==> src/rtl/alu_arb_pkg.sv <==
// Shared constants and state encoding for the two-requester ALU arbiter.
package alu_arb_pkg;

  localparam int DATA_W = 32;
  localparam int OP_W   = 2;
  localparam int CMD_W  = 4;
  localparam int FLAG_W = 4;

  localparam logic [OP_W-1:0] OP_ARITH = 2'd0;
  localparam logic [OP_W-1:0] OP_LOGIC = 2'd1;

  // One-hot so each state decode is a single flop bit.
  typedef enum logic [2:0] {
    IDLE = 3'b001,
    EXEC = 3'b010,
    RESP = 3'b100
  } state_t;

endpackage

==> src/rtl/rr_arb2.sv <==
// Two-way round-robin grant: a lone request wins, a tie goes to the pointer.
module rr_arb2 (
  input  logic [1:0] req,
  input  logic       ptr,
  output logic [1:0] grant
);

  always_comb begin
    grant = req;
    if (req == 2'b11) grant = ptr ? 2'b10 : 2'b01;
  end

endmodule

==> src/rtl/alu_arbiter.sv <==
// Shares one external combinational ALU between the execute stage (r0) and
// the address/PC path (r1): accept, one registered EXEC cycle, held response.
module alu_arbiter #(
  parameter int DATA_W = alu_arb_pkg::DATA_W,
  parameter int OP_W   = alu_arb_pkg::OP_W,
  parameter int CMD_W  = alu_arb_pkg::CMD_W,
  parameter int FLAG_W = alu_arb_pkg::FLAG_W
) (
  input  logic              clk,
  input  logic              rst_n,
  input  logic              r0_req_valid,
  output logic              r0_req_ready,
  input  logic [DATA_W-1:0] r0_req_a,
  input  logic [DATA_W-1:0] r0_req_b,
  input  logic [OP_W-1:0]   r0_req_opcode,
  input  logic [CMD_W-1:0]  r0_req_cmd,
  output logic              r0_rsp_valid,
  input  logic              r0_rsp_ready,
  input  logic              r1_req_valid,
  output logic              r1_req_ready,
  input  logic [DATA_W-1:0] r1_req_a,
  input  logic [DATA_W-1:0] r1_req_b,
  input  logic [OP_W-1:0]   r1_req_opcode,
  input  logic [CMD_W-1:0]  r1_req_cmd,
  output logic              r1_rsp_valid,
  input  logic              r1_rsp_ready,
  output logic [DATA_W-1:0] rsp_out,
  output logic [FLAG_W-1:0] rsp_flags,
  output logic [DATA_W-1:0] alu_a,
  output logic [DATA_W-1:0] alu_b,
  output logic [OP_W-1:0]   alu_opcode,
  output logic [CMD_W-1:0]  alu_cmd,
  input  logic [DATA_W-1:0] alu_out,
  input  logic [FLAG_W-1:0] alu_flags,
  output logic              busy
);

  import alu_arb_pkg::*;

  state_t state, state_nxt;

  logic              rr_ptr;
  logic              owner;
  logic [1:0]        grant;
  logic              accept;
  logic              rsp_fire;
  logic [DATA_W-1:0] a_q, b_q, res_q;
  logic [OP_W-1:0]   op_q;
  logic [CMD_W-1:0]  cmd_q;
  logic [FLAG_W-1:0] flags_q;

  rr_arb2 u_rr_arb2 (
    .req   ({r1_req_valid, r0_req_valid}),
    .ptr   (rr_ptr),
    .grant (grant)
  );

  always_ff @(posedge clk) begin
    if (!rst_n) state <= IDLE;
    else        state <= state_nxt;
  end

  // Handshake outputs are gated with rst_n so nothing is accepted or
  // consumed in a cycle whose transaction reset is about to discard.
  always_comb begin
    state_nxt    = state;
    accept       = 1'b0;
    rsp_fire     = 1'b0;
    r0_req_ready = 1'b0;
    r1_req_ready = 1'b0;
    r0_rsp_valid = 1'b0;
    r1_rsp_valid = 1'b0;
    busy         = (state != IDLE);
    unique case (state)
      IDLE: begin
        r0_req_ready = rst_n && grant[0];
        r1_req_ready = rst_n && grant[1];
        accept       = |grant;
        if (accept) state_nxt = EXEC;
      end
      EXEC: state_nxt = RESP;
      RESP: begin
        r0_rsp_valid = rst_n && !owner;
        r1_rsp_valid = rst_n && owner;
        rsp_fire     = owner ? r1_rsp_ready : r0_rsp_ready;
        if (rsp_fire) state_nxt = IDLE;
      end
      default: state_nxt = IDLE;
    endcase
  end

  always_ff @(posedge clk) begin
    if (!rst_n) begin
      rr_ptr  <= 1'b0;
      owner   <= 1'b0;
      a_q     <= '0;
      b_q     <= '0;
      op_q    <= '0;
      cmd_q   <= '0;
      res_q   <= '0;
      flags_q <= '0;
    end else begin
      if (accept) begin
        owner <= grant[1];
        a_q   <= grant[1] ? r1_req_a      : r0_req_a;
        b_q   <= grant[1] ? r1_req_b      : r0_req_b;
        op_q  <= grant[1] ? r1_req_opcode : r0_req_opcode;
        cmd_q <= grant[1] ? r1_req_cmd    : r0_req_cmd;
      end
      if (state == EXEC) begin
        res_q   <= alu_out;
        flags_q <= alu_flags;
      end
      if (rsp_fire) rr_ptr <= ~owner;
    end
  end

  assign alu_a      = a_q;
  assign alu_b      = b_q;
  assign alu_opcode = op_q;
  assign alu_cmd    = cmd_q;
  assign rsp_out    = res_q;
  assign rsp_flags  = flags_q;

endmodule

==> config.mk <==
export PLATFORM = sky130hd
export DESIGN_NAME = alu_arbiter
export DESIGN_NICKNAME = d
export VERILOG_FILES = /design/src/rtl/alu_arb_pkg.sv /design/src/rtl/rr_arb2.sv /design/src/rtl/alu_arbiter.sv
export SDC_FILE = /design/constraint.sdc
export NUM_CORES = 1
export LEC_CHECK = 0
export ABC_AREA = 1
export CORE_ASPECT_RATIO = 1.5
export CORE_MARGIN = 5
export CORE_UTILIZATION = 42
export CTS_BUF_LIST = sky130_fd_sc_hd__clkbuf_16
export DETAILED_ROUTE_END_ITERATION = 8
export MAX_ROUTING_LAYER = met4
export PLACE_DENSITY = 0.95
export SLEW_MARGIN = 10
export SYNTH_ARGS = -nofsm -noshare
export SYNTH_HDL_FRONTEND = slang
export SYNTH_SLANG_ARGS = --single-unit
==> constraint.sdc <==
create_clock -name clk -period 3.3 [get_ports clk]
set_input_delay 0.33 -clock clk [delete_from_list [all_inputs] [get_ports clk]]
set_output_delay 0.33 -clock clk [all_outputs]
set_load 0.005 [all_outputs]
* After elaboration in Yosys (flattened, before gate mapping)
Index checks and enable logic that the tools add are counted.
Storage, ports and cells: register bits after elaboration 111, output and inout port bits 111
Operators by class: equal/unequal tests 7, mux-type cells 16, bitwise operators 1, reductions and logical operators 7
Operators with widths (number):
- $mux 32 | 2
- $pmux 3 s3 | 1
- $mux 1 | 7
- $mux 2 | 3
- $mux 3 | 2
- $logic_and 1x1->1 | 4
- $mux 4 | 1
- $ne 2x2->1 const B | 2
- $eq 3x1->1 const B | 1
- $eq 3x2->1 const B | 1
- $eq 3x3->1 const B | 1
- $ne 3x1->1 const B | 1
- $eq 2x2->1 const B | 1
- $reduce_and 2->1 | 1
- $reduce_or 2->1 | 1
- $logic_not 1->1 | 1
- $not 1->1 | 1

* Longest topological paths before layout
word-level depth 5, depth in mapped cells 8, depth with buffers taken out 7

* Modules after synthesis
From an unflattened synthesis, not the netlist that was laid out.
Unflattened totals: cell total of the unflattened synthesis 877, area total of the unflattened synthesis 5237.5 µm²
Modules (own cells, without submodules):
- alu_arbiter | times used 1, cells each 872, area an instance 5216.3 µm², sequential area each 2222.1 µm²
- rr_arb2 | times used 1, cells each 5, area an instance 21.3 µm², sequential area each 0.0 µm²

* Least setup slack after synthesis
OpenSTA, ideal clock, no wires.
kind input to output, start input rst_n, end output r1_rsp_valid, data arrival time 0.899 ns, slack 2.071 ns, stages on the path 4, cell sequence buf_2 > clkbuf_1 > nand2_1 > nor2_1
On the way: longest elaborated chain between the ends 2
RTL lines:
- start, declared | RTL line alu_arbiter.sv:10 | input logic rst_n,
- $logic_and 1x1->1 | RTL line alu_arbiter.sv:84 | r1_rsp_valid = rst_n && owner;
- $mux 1 | RTL line alu_arbiter.sv:74 | unique case (state)
- end, declared | RTL line alu_arbiter.sv:25 | output logic r1_rsp_valid,
Every way passes these cells.

* Worst setup path after layout
start register state[2], end output r0_req_ready
On the way: longest elaborated chain between the ends 2
RTL lines:
- start, declared | RTL line alu_arbiter.sv:40 | state_t state, state_nxt;
- start signal, assigned | RTL line alu_arbiter.sv:60 | else state <= state_nxt;
- $eq 3x1->1 | RTL line alu_arbiter.sv:74
- $mux 1 | RTL line alu_arbiter.sv:74
- end, declared | RTL line alu_arbiter.sv:12 | output logic r0_req_ready,
Every way passes these cells.

==> summary.txt <==
Critical path
  – Reg2Reg Depth: 6
  – Worst R2R End: rsp_out[17]
  – CP Data Arrival Time: about 1700 ps
  – Critical setup path kind: reg2out
  – Startpoint Class: flop
  – CP startpoint: state[2]
  – Worst flop-to-flop path startpoint: state[0]
  – Critical Path RT: a little under 3000 ps
  – Critical Path End Type: primary output
  – Crit-path max FO: 3
  – R2R setup slack: 1540 ps

Finish
  – Fin area: between 8000 and 9000 sq um
  – # diodes: 0
  – Fin nets: 1311
  – Ratio of cells with drive above 1 in the final layout: under 10%
  – Final Util: 68.6%
  – Fill cells: 1037
  – Area Overhead vs Synth: 60.3%

Synth
  – Cells after synthesis: about 870
  – Area share of the largest cell type after synthesis: a little over two fifths
  – Netlist Area Pre-Place: between 5000 and 6000 sq um
  – Ys Warns: 0
  – Register area share after synthesis: about two fifths
  – Synth area leaders: dfxtp_1, nand2_1, nor2_1
  – #FFs+latches synth: around 110
  – Unique cell type count in the Yosys netlist: 18
  – Leading area contributor after synthesis: dfxtp_1
  – Post-synthesis net count: ~1100
  – Syn_area_per_cell: ~6.1 sq um

Route
  – Residual DRC: 0
  – Vias per cell: approximately 4.7
  – Wire per inst: roughly 14 um
  – WL final: about 18000 um
  – DR pass1 iterations: 4
  – Routed vias: 6037
  – Detailed Route Iter0 Violations: 193
  – Final antenna-violating net count: 0

Hold path
  – Type of the tightest min-delay check: in2reg
  – Worst hold endpoint: state[0]
  – Hold Startpoint: rst_n
  – WHS Path Cells: 2

Floorplanning
  – Chip Height: 148 um
  – Die Wd: 102 um
  – Full die area: 15100 sq um
  – Core footprint: 12400 sq um
  – Starting Density: between 40% and 50%
  – I/O pin count: 293
  – # rows: 50

STA
  – Worst Tran Pin Value: ~760 ps
  – Final setup fails: 0
  – Max-slew headroom: approximately half
  – Tmin final: 2060 ps
  – Achievable Freq: ~500 MHz
  – Setup TNS: 0 ps
  – Fin. max-slew vios: 0
  – Clk_skew: about 16 ps
  – Final hold violations: 0
  – Final Cycle Share: 62.4%
  – RSZ-0062 raised after global routing: no

Global route
  – Overall global routing resource usage: 23.6%
  – Vias in the first global route: approximately 5700
  – First-pass GRT wire length: about 27000 um
  – Initial antenna violation count: 0
  – Largest net degree at the start of global routing: 72
  – Gr ovfl total: 0

Clock tree
  – # Post-CTS Setup Buffers: 0
  – CTS Sinks: 111
  – Max Buffers Root-to-Sink: 2
  – Clk slew on worst S/H paths: 90 ps
  – CTS tree: yes
  – Clock Root Buffer: clkbuf_16
  – Total CTS buffers: 9
  – Post-CTS Hold Fix Bufs: 0
  – Clock H-tree levels: 3
  – Worst-Skew Late Latency: ~350 ps
  – Post-cts resize count: 0

Flow run
  – Max Cap Viol: 0

Power and ir drop
  – Power Density: between 400 and 500 nW/um^2
  – IR drop worst, VDD: 0.391 mV
  – Leakage: 3.95 nW

Run status
  – Status: complete, no violations

Place
  – Post-place instance area: 8230 sq um
  – Hpwl dp: ~14000 um
  – GP Congestion: roughly 0.88
  – I/O Buffers: 292
metal layers:
layer / share of wire, % / track usage, %
met5: 0 / -
met4: 3.9 / 10.3
met3: 6.3 / 4.77
met2: 53 / 42.8
met1: 37 / 23.9
synth_stat cells:
| cell type | instances |
|---|---|
| a21oi_1 | 2 |
| buf_1 | 10 |
| buf_2 | 20 |
| buf_6 | 8 |
| clkbuf_1 | 17 |
| clkbuf_2 | 1 |
| clkinv_1 | 1 |
| dfxtp_1 | 111 |
| inv_1 | 77 |
| inv_2 | 4 |
| nand2_1 | 286 |
| nand2_2 | 3 |
| nand3_1 | 75 |
| nand3_2 | 1 |
| nor2_1 | 216 |
| nor3_1 | 1 |
| o21ai_0 | 36 |
| o21ai_1 | 4 |
layout by cell type, fill, tap and decap left out, types with 2 or more instances in the layout:
master and instances:
a21oi_1 2, clkbuf_16 9, o21ai_0 36, buf_4 9, nand3_1 75, o21ai_1 4, nand2_1 286, inv_1 77
nand2_2 2, clkinv_8 3, clkdlybuf4s50_1 290, inv_2 4, nor2_1 216, inv_8 3, dfxtp_1 111
how the worst max path moves through the flow:
stage	depth (start not counted)	endpoint	slack, ps
4_1_cts	6	r0_req_ready	1230
5_1_grt	6	r1_req_ready	1150
3_5_place_dp	8	alu_a[11]	1170
6_report	6	r0_req_ready	1240
2_1_floorplan	4	r1_rsp_valid	2070
3_3_place_gp	8	alu_a[9]	1280
power by group:
| part | switching (W) | internal [W] |
|---|---|---|
| Combinational | 0.000619 | 0.000713 |
| Clock | 0.000577 | 0.000552 |
| Sequential | 0.0000984 | 0.00153 |
| Total | 0.00129 | 0.00279 |
through the flow:
stage	hold WS [ps]	std cells	power [W]	worst slack [ps]
floorplan	442	873	0.00229	2070
global placement	461	1274	0.00295	1280
detailed placement	473	1274	0.00300	1170
CTS	189	1290	0.00413	1230
global route	207	1290	0.00433	1150
finish	204	1290	0.00409	1240
kinds of logic after synthesis:
family	after synthesis	synth area share [%]
and+or+nand+nor	582	43.0
buffers and inverters	138	11.3
DFF	111	41.7
AOI/OAI and AO/OA	42	3.94
area by class of cell:
class / instances / area [sq um] / area share [%]
Clock buffer: 9 / 225 / 2.64
Clock inverter: 7 / 91.3 / 1.07
Inverter: 82 / 308 / 3.60
Multi-Input combinational cell: 624 / 2510 / 29.4
Sequential cell: 111 / 2220 / 26.0
Tap cell: 156 / 195 / 2.28
Timing Repair Buffer: 301 / 3000 / 35.1
sequential cells by signal (all words and copies together), names as in the netlist:
name,count
rsp_flags,4
owner,1
state,3
alu_a,32
alu_b,32
alu_opcode,2
alu_cmd,4
rsp_out,32
rr_ptr,1
critical path, stage by stage (launching register included):
cell,delay (ps)
dfxtp_1,320
inv_1,80
nand3_1,160
inv_2,120
nand2_1,100
nor2_1,100
clkdlybuf4s50_1,510
(Power assumes the default switching activity.)
